$ cat src/rtl/link_train_pkg.sv
// link_train_pkg: shared state encoding, widths and parameter defaults for link training
package link_train_pkg;
    typedef enum logic [2:0] {
        S_IDLE = 3'd0,
        S_RST  = 3'd1,
        S_WAIT = 3'd2,
        S_MEAS = 3'd3,
        S_UP   = 3'd4,
        S_FAIL = 3'd5
    } state_t;
    localparam int ERR_W             = 6;
    localparam int WIN_W             = 16;
    localparam int DEF_RST_CYCLES    = 16;
    localparam int DEF_ALIGN_TIMEOUT = 8192;
    localparam int DEF_WIN_LEN       = 65536;
    localparam int DEF_ERR_LIMIT     = 0;
    localparam int DEF_MAX_RETRY     = 3;
endpackage

$ cat src/rtl/win_accum.sv
// win_accum: window cycle counter with saturating error accumulation, restarting after each window
module win_accum
    import link_train_pkg::*;
#(
    parameter int WIN_LEN = DEF_WIN_LEN
) (
    input  logic             clk,
    input  logic             reset,
    input  logic             clear,
    input  logic             enable,
    input  logic [ERR_W-1:0] err_cnt,
    output logic [WIN_W-1:0] total,
    output logic             done
);
    localparam int CW = $clog2(WIN_LEN);
    logic [CW-1:0]    cnt;
    logic [WIN_W-1:0] acc;
    logic [WIN_W:0]   sum;
    always_comb begin
        sum   = {1'b0, acc} + (WIN_W + 1)'(err_cnt);
        total = sum[WIN_W] ? '1 : sum[WIN_W-1:0];
        done  = enable && !clear && cnt == CW'(WIN_LEN - 1);
    end
    always_ff @(posedge clk) begin
        if (reset || clear || done) begin
            acc <= '0;
            cnt <= '0;
        end else if (enable) begin
            acc <= total;
            cnt <= cnt + CW'(1);
        end
    end
endmodule

$ cat src/rtl/link_train_ctrl.sv
// link_train_ctrl: datapath reset, alignment wait and PRBS error-window link training with retries
module link_train_ctrl
    import link_train_pkg::*;
#(
    parameter int RST_CYCLES    = DEF_RST_CYCLES,
    parameter int ALIGN_TIMEOUT = DEF_ALIGN_TIMEOUT,
    parameter int WIN_LEN       = DEF_WIN_LEN,
    parameter int ERR_LIMIT     = DEF_ERR_LIMIT,
    parameter int MAX_RETRY     = DEF_MAX_RETRY
) (
    input  logic             clk,
    input  logic             reset,
    input  logic             start,
    input  logic             aligned,
    input  logic [ERR_W-1:0] err_cnt,
    output logic             dp_reset,
    output logic             link_up,
    output logic             train_fail,
    output logic [2:0]       state,
    output logic [1:0]       retry_cnt,
    output logic [WIN_W-1:0] win_err,
    output logic             win_done
);
    localparam int TMAX = RST_CYCLES > ALIGN_TIMEOUT ? RST_CYCLES : ALIGN_TIMEOUT;
    localparam int TW   = $clog2(TMAX + 1);
    state_t           st, nxt;
    logic [TW-1:0]    timer;
    logic             in_win, w_done, retry, fail_now, start_ok;
    logic [WIN_W-1:0] w_total;
    assign in_win   = st == S_MEAS || st == S_UP;
    assign start_ok = (st == S_IDLE || st == S_FAIL) && start;
    assign fail_now = ({1'b0, retry_cnt} + 3'd1) == 3'(MAX_RETRY);
    win_accum #(.WIN_LEN(WIN_LEN)) u_win (
        .clk     (clk),
        .reset   (reset),
        .clear   (!in_win || !aligned),
        .enable  (in_win),
        .err_cnt (err_cnt),
        .total   (w_total),
        .done    (w_done)
    );
    always_ff @(posedge clk) begin
        if (reset) st <= S_IDLE;
        else       st <= nxt;
    end
    always_comb begin
        nxt   = st;
        retry = 1'b0;
        case (st)
            S_IDLE, S_FAIL: nxt = start ? S_RST : st;
            S_RST:  nxt = timer == TW'(RST_CYCLES - 1) ? S_WAIT : S_RST;
            S_WAIT: begin
                nxt   = aligned ? S_MEAS : S_WAIT;
                retry = !aligned && timer == TW'(ALIGN_TIMEOUT - 1);
            end
            S_MEAS: begin
                nxt   = w_done ? S_UP : S_MEAS;
                retry = !aligned || (w_done && w_total > WIN_W'(ERR_LIMIT));
            end
            S_UP:   retry = !aligned || (w_done && w_total > WIN_W'(ERR_LIMIT));
            default: nxt = S_IDLE;
        endcase
        if (retry) nxt = fail_now ? S_FAIL : S_RST;
    end
    always_comb begin
        dp_reset   = st == S_IDLE || st == S_RST || st == S_FAIL;
        link_up    = st == S_UP;
        train_fail = st == S_FAIL;
        state      = st;
    end
    always_ff @(posedge clk) begin
        if (reset) begin
            timer     <= '0;
            retry_cnt <= '0;
            win_err   <= '0;
            win_done  <= 1'b0;
        end else begin
            timer     <= nxt != st ? '0 : timer + TW'(1);
            retry_cnt <= start_ok || (st == S_MEAS && nxt == S_UP) ? 2'd0 :
                         retry && !fail_now ? retry_cnt + 2'd1 : retry_cnt;
            win_done  <= w_done;
            if (w_done) win_err <= w_total;
        end
    end
endmodule

$ cat config.mk
export PLATFORM = sky130hd
export DESIGN_NAME = link_train_ctrl
export DESIGN_NICKNAME = d
export VERILOG_FILES = /design/src/rtl/link_train_pkg.sv /design/src/rtl/win_accum.sv /design/src/rtl/link_train_ctrl.sv
export SDC_FILE = /design/constraint.sdc
export NUM_CORES = 1
export LEC_CHECK = 0
export BUFFER_PORTS_ARGS = -buffer_cell sky130_fd_sc_hd__buf_4
export CELL_PAD_IN_SITES_DETAIL_PLACEMENT = 2
export CELL_PAD_IN_SITES_GLOBAL_PLACEMENT = 2
export CORE_ASPECT_RATIO = 0.9
export CORE_UTILIZATION = 35
export DETAILED_ROUTE_END_ITERATION = 16
export PLACE_DENSITY = 0.88
export SLEW_MARGIN = 0
export SYNTH_ARGS = -nofsm -noshare
export SYNTH_HDL_FRONTEND = slang
export SYNTH_SLANG_ARGS = --single-unit
export TNS_END_PERCENT = 1
$ cat constraint.sdc
create_clock -name clk -period 5.8 [get_ports clk]
set_input_delay 0.58 -clock clk [delete_from_list [all_inputs] [get_ports clk]]
set_output_delay 0.58 -clock clk [all_outputs]
set_load 0.005 [all_outputs]
==> results of run 1 <==
[registers in the layout (all words and copies together), names as in the netlist]
| signal | count |
|---|---|
| u_win.acc | 16 |
| state | 3 |
| win_err | 16 |
| u_win.cnt | 16 |
| retry_cnt | 2 |
| timer | 14 |
| win_done | 1 |
[area by class of cell]
class	count	area (µm²)	area share [%]
clock inverters	2	10.0	0.240
multi-input cells	308	2060	49.3
repair buffers	37	278	6.65
inverters	15	56.3	1.35
well taps	126	158	3.77
flip-flops and latches	68	1360	32.6
clock buffers	14	254	6.08
[power breakdown]
group / leakage, µW / internal [µW] / switching [µW]
Clock: 0.000131 / 300 / 194
Sequential: 0.000548 / 469 / 2.78
Combinational: 0.000761 / 15.7 / 26.9
[per-stage QoR]
step | total power (µW) | setup slack [ns]
floorplan | 509 | 2.60
global placement | 521 | 1.93
detailed placement | 524 | 1.63
CTS | 1020 | 1.92
global route | 1040 | 1.61
finish | 1010 | 1.97
[per-layer routing]
| metal | GRT usage, % | vias to the layer above |
|---|---|---|
| met5 | 0 | - |
| met4 | 7.90 | 0 |
| met3 | 6.61 | 16 |
| met2 | 35.7 | 56 |
| met1 | 28.7 | 1636 |
| li1 | - | 1535 |
[cell families after synthesis]
| kind of cell | after synthesis | share of synthesized area [%] |
|---|---|---|
| and+or+nand+nor | 172 | 26.7 |
| AOI/OAI and AO/OA | 87 | 17.0 |
| DFF | 68 | 37.7 |
| buffers and inverters | 37 | 5.20 |
| xor gates and xnor gates | 33 | 8.00 |
| adders and majority gates | 10 | 3.67 |
| muxes | 6 | 1.73 |
[final timing paths]
check	from	endpoint	slack [ns]	cells after the start
max reg2reg	u_win.acc[0]$_SDFFE_PP0N_	timer[1]$_SDFF_PP0_	2.02	10
min reg2reg	win_err[11]$_SDFFE_PP0P_	win_err[11]$_SDFFE_PP0P_	0.46	2
min	win_err[11]$_SDFFE_PP0P_	win_err[11]$_SDFFE_PP0P_	0.46	2
max	err_cnt[0]	timer[1]$_SDFF_PP0_	1.97	11
[worst max-delay path, cell delays in order]
cell and delay [ns]:
buf_4 0.11, ha_1 0.23, fa_1 0.43, a21oi_1 0.23, o211a_1 0.37, xnor2_1 0.22, nor4bb_1 0.31, and4b_1 0.38
mux2i_1 0.26, o2111ai_2 0.49, nor4b_1 0.44
[cells in the final DEF (no fill, tap or decap), types with 6 or more instances in the layout]
cell,count
dfxtp_1,68
nor2_1,51
buf_4,37
a21oi_1,34
nand2_1,24
nand3_1,22
xor2_1,20
a211oi_1,18
inv_1,15
xnor2_1,13
nand4_1,10
and3_1,9
nor4_2,9
ha_1,9
clkbuf_16,9
nor3_1,8
nor4_1,6
==> impl_metrics.json, run 1 <==
{
  "utilization_pct": 42.5,
  "fin_cells": 570,
  "ir_drop_v": 0.000167,
  "crit_fanout": 14,
  "synth_edf_count": 0,
  "gp_congestion": 0.887,
  "synth_cell_types": 61,
  "layout-drive-gt1-share_pct": 16.7,
  "yosysWarnings": 0,
  "setup-tns-final_ns": 0,
  "track_usage_pct": 22.5,
  "antenna_cells": 0,
  "clock-skew-final_ns": 0.00657,
  "arrival_ns": 4.06,
  "fillers": 1100,
  "relSlewSlack_pct": 28.2,
  "p_per_area_nw_per_um2": 241,
  "num_rows": 34,
  "yosysTopAreaCellShare_pct": 37.7,
  "chipWidth_um": 109,
  "core_um2": 9830,
  "die_h_um": 98.4,
  "wl_met2_um": 5150,
  "start_kind": "input port",
  "final_nets": 459,
  "hp-class": "reg2reg",
  "post_drt_wl_per_cell_um": 19.0,
  "netlist_top_cells_area": "dfxtp_1 (38%), nor2_1 (5.3%), xor2_1 (4.9%)",
  "syn_nets": 433,
  "io_pins": 35,
  "grt_pass1_wl_um": 18400,
  "antenna_found_initial": 0,
  "leakage_uw": 0.00144,
  "place_inst": 554,
  "cts_buffers": 9,
  "grt_max_degree": 24,
  "finalCriticalPeriod_ns": 3.83,
  "clk_latency_ns": 0.34,
  "synthArstFlopShare_pct": 0,
  "synth.ff_latch_count": 68,
  "hpwlAfterDp_um": 7920,
  "tightestPinTransition_ns": 1.08,
  "stdcell_area_um2": 4180,
  "post_cts_buffers": 0,
  "viasPerCell": 5.69,
  "place.port_buffers": 34,
  "post-route-drc-count": 0,
  "syn_inst": 413,
  "rsz0062_at_grt": "false",
  "cts_tree": "done",
  "cts.sink_count": 68,
  "critPathCaptureType": "flip-flop",
  "status": "finished clean",
  "slew_viol_final": 0,
  "die_area_um2": 10700,
  "fin_crit_sh_pct": 66.1,
  "clock_path_buffers": 2,
  "ys_seq_area_share_pct": 37.7,
  "grt_overflow": 0,
  "setup_viol": 0,
  "ys.flop_type": "dfxtp_1",
  "fin_hold_ws_ns": 0.463,
  "firstDrtPassIters": 4,
  "finalHoldViolations": 0,
  "vias": 3243,
  "dpl_cell_area_um2": 3920,
  "topRoutingLayerUsed": "met4",
  "path_clk_slew_ns": 0.05,
  "drt_wl_total_um": 10800,
  "h-tree-depth": 3,
  "fmax_ghz": 0.261,
  "dr_wl_met3_um": 396,
  "cp.required_ns": 6.03,
  "syn-cell-area_um2": 3610,
  "drt_iter0_drc": 100,
  "grt_pass1_vias": 3585,
  "synth_area_per_cell_um2": 8.74,
  "crit_type": "in2reg",
  "synth.most_common_cell": "dfxtp_1",
  "ant_nets": 0,
  "synth_top_area_cell": "dfxtp_1",
  "cts_resized": 0,
  "cts_root_buf": "clkbuf_16",
  "initial_core_util_pct": 36.7,
  "max_cap_violations": 0,
  "synth_commonest_cells": "dfxtp_1 (68), nor2_1 (51), a21oi_1 (34), nand2_1 (24), nand3_1 (22)",
  "hold_buffers": 0,
  "wl_met1_um": 5080,
  "syn2layout_area_growth_pct": 15.7
}
Power figures use the tool's default switching activity.
==> run 2: changes to the inputs <==
Settings changed: ABC_AREA from default to 1, CORE_UTILIZATION 35 to 34, PLACE_DENSITY 0.88 to 0.9.
Clock period 5.8 ns to 3.77 ns, I/O delays scaled along.
==> run 2 against run 1 <==
Against the previous run:
- critical path depth rose by 3
- setup slack got worse by 1.6 ns
- hold slack got worse by 0.19 ns
- routed wire length rose by 26%
- clock skew rose by 0.0015 ns
- clock power rose by 60%
- largest cell class unchanged
==> impl_metrics.json, run 2 <==
{
  "status": "finished clean",
  "fin_hold_ws_ns": 0.271,
  "yosysTopAreaCellShare_pct": 36.7,
  "critPathCaptureType": "flip-flop",
  "synth.ff_latch_count": 68,
  "cts_root_buf": "clkbuf_16",
  "hp-class": "in2reg",
  "seq_power_share_pct": 45.8,
  "layout-drive-gt1-share_pct": 20.3,
  "finalHoldViolations": 0,
  "drt_iter0_drc": 160,
  "synth_commonest_cells": "nand2_1 (100), dfxtp_1 (68), inv_1 (64), nor2_1 (51), nand3_1 (35)",
  "antenna_cells": 0,
  "max_cap_violations": 0,
  "final_nets": 563,
  "netlist_top_cells_area": "dfxtp_1 (37%), nand2_1 (10%), inv_1 (6.5%)",
  "track_usage_pct": 25.7,
  "leakage_uw": 0.00193,
  "cts_buffers": 9,
  "cp.required_ns": 4.02,
  "layout_top_registers": "u_win.acc (16), u_win.cnt (16), win_err (16)",
  "start_kind": "flip-flop",
  "fmax_ghz": 0.295,
  "fin_crit_sh_pct": 90.0,
  "relSlewSlack_pct": 41.1,
  "cts_resized": 0,
  "die_h_um": 101,
  "clock_power_share_pct": 49.6,
  "place.port_buffers": 34,
  "synth_cell_types": 37,
  "hp-start": "reset",
  "cts.sink_count": 68,
  "grt_max_degree": 34,
  "setup-tns-final_ns": 0,
  "cts_tree": "done",
  "synth_edf_count": 0,
  "p_switching_uw": 403,
  "grt_pass1_wl_um": 22100,
  "vias": 3581,
  "ys_seq_area_share_pct": 36.7,
  "initial_core_util_pct": 35.6,
  "arrival_ns": 3.64,
  "clock_path_buffers": 2,
  "drt_wl_total_um": 13600,
  "dpl_cell_area_um2": 4070,
  "syn-cell-area_um2": 3710,
  "grt_overflow": 0,
  "rsz0062_at_grt": "false",
  "antenna_found_initial": 0,
  "syn_nets": 530,
  "ys.flop_type": "dfxtp_1",
  "hold_buffers": 0,
  "stdcell_area_um2": 4340,
  "finalCriticalPeriod_ns": 3.39,
  "setup_viol": 0,
  "die_area_um2": 11300,
  "post_cts_buffers": 0,
  "viasPerCell": 5.30,
  "final_common_cell": "nand2_1",
  "path_clk_slew_ns": 0.06,
  "core_um2": 10400,
  "post_drt_wl_per_cell_um": 20.1,
  "clock-skew-final_ns": 0.00805,
  "tightestPinTransition_ns": 0.880,
  "slew_viol_final": 0,
  "p_per_area_nw_per_um2": 367,
  "post-route-drc-count": 0,
  "yosysWarnings": 0,
  "chipWidth_um": 112,
  "final_cell_mix": "nand2_1 (100), dfxtp_1 (68), inv_1 (64)",
  "num_rows": 35,
  "fillers": 1211,
  "crit_path_start": "u_win.cnt[3]$_SDFFE_PP0N_",
  "grt_pass1_vias": 4001,
  "ant_nets": 0,
  "h-tree-depth": 3,
  "syn_inst": 510,
  "fin_cells": 676,
  "combPwrFrac_pct": 4.6,
  "p_total_uw": 1590,
  "ir_drop_v": 0.000248,
  "synth.most_common_cell": "nand2_1",
  "place_inst": 661,
  "synth_top_area_cell": "dfxtp_1",
  "gp_congestion": 0.796,
  "synthArstFlopShare_pct": 0,
  "firstDrtPassIters": 4,
  "hpwlAfterDp_um": 9370,
  "synth_area_per_cell_um2": 7.28,
  "io_pins": 35,
  "r2r-start": "u_win.cnt[3]$_SDFFE_PP0N_",
  "clk_latency_ns": 0.35,
  "internal_power_uw": 1190,
  "syn2layout_area_growth_pct": 16.8,
  "sw_frac_of_total_pct": 25.3,
  "crit_type": "reg2reg",
  "crit_fanout": 33
}
-- run 2: cell count changes in the layout (fill, tap and decap cells not counted), sizes merged, moves of 9 or more --
cell / before / now
o21ai: 5 / 24
inv: 15 / 76
nand3: 23 / 38
and3: 9 / 0
nor4: 16 / 3
nand2: 24 / 114
a211oi: 19 / 0
nor3: 8 / 24
-- run 2: worst max-delay path: stages, from the launching register on --
cell	delay (ns)
dfxtp_1	0.38
nand2_1	0.11
nor2_1	0.16
nand3_1	0.15
nor4_1	0.39
inv_1	0.11
nor2_1	0.20
nand2_1	0.23
inv_2	0.46
nand2_2	0.14
nand2_4	0.11
nand2_4	0.08
nand3_1	0.15
nand4_4	0.32
nor3_1	0.29
-- run 2: path summary, 6_finish.rpt --
check,endpoint,slack [ns],cells past startpoint
worst min-delay path,state[2]$_SDFF_PP0_,0.27,2
worst min register to register,u_win.cnt[8]$_SDFFE_PP0N_,0.51,2
worst max-delay path,timer[13]$_SDFF_PP0_,0.38,14
worst max register to register,timer[13]$_SDFF_PP0_,0.38,14
-- run 2: power groups by stage --
stage / clock network (µW) / logic (µW) / registers, µW
2_1_floorplan: 0 / 47.9 / 742
3_3_place_gp: 0 / 66.2 / 743
3_5_place_dp: 0 / 71.6 / 743
4_1_cts: 807 / 73.1 / 728
5_1_grt: 824 / 79.8 / 728
6_report: 789 / 73.3 / 728
-- run 2: cell type report --
class	instances	area [µm²]	share of cell area [%]
multi-input cells	354	2000	46.2
flip-flops and latches	68	1360	31.4
inverters	75	282	6.49
repair buffers	35	263	6.06
clock buffers	9	225	5.19
well taps	129	161	3.72
clock inverters	6	41.3	0.952
-- run 2: kinds of logic (layout without fill, tap and decap cells) --
logic type	Yosys count	count (layout)	synth area share, %
buffers and inverters	88	125	9.37
flip-flops	68	68	36.7
AND/OR/NAND/NOR	257	257	35.6
XOR/XNOR	24	24	5.66
adder cells (fa/ha/maj)	10	10	3.57
AO/OA/AOI/OAI	63	63	9.10
-- run 2: per-stage QoR --
stage / setup WS (ns) / utilization (%)
after floorplan: 1.10 / -
after global placement: 0.716 / 39.0
after detailed placement: 0.482 / 39.0
after CTS: 0.419 / 41.6
after global routing: 0.0580 / 41.6
final: 0.377 / 41.6
-- run 2: layer usage --
layer	vias to the layer above	share of wire (%)	global-route usage, %
li1	1700	-	-
met1	1786	44	30.9
met2	61	50	45.5
met3	34	3.4	4.99
met4	0	2.7	10.5
met5	-	0	0
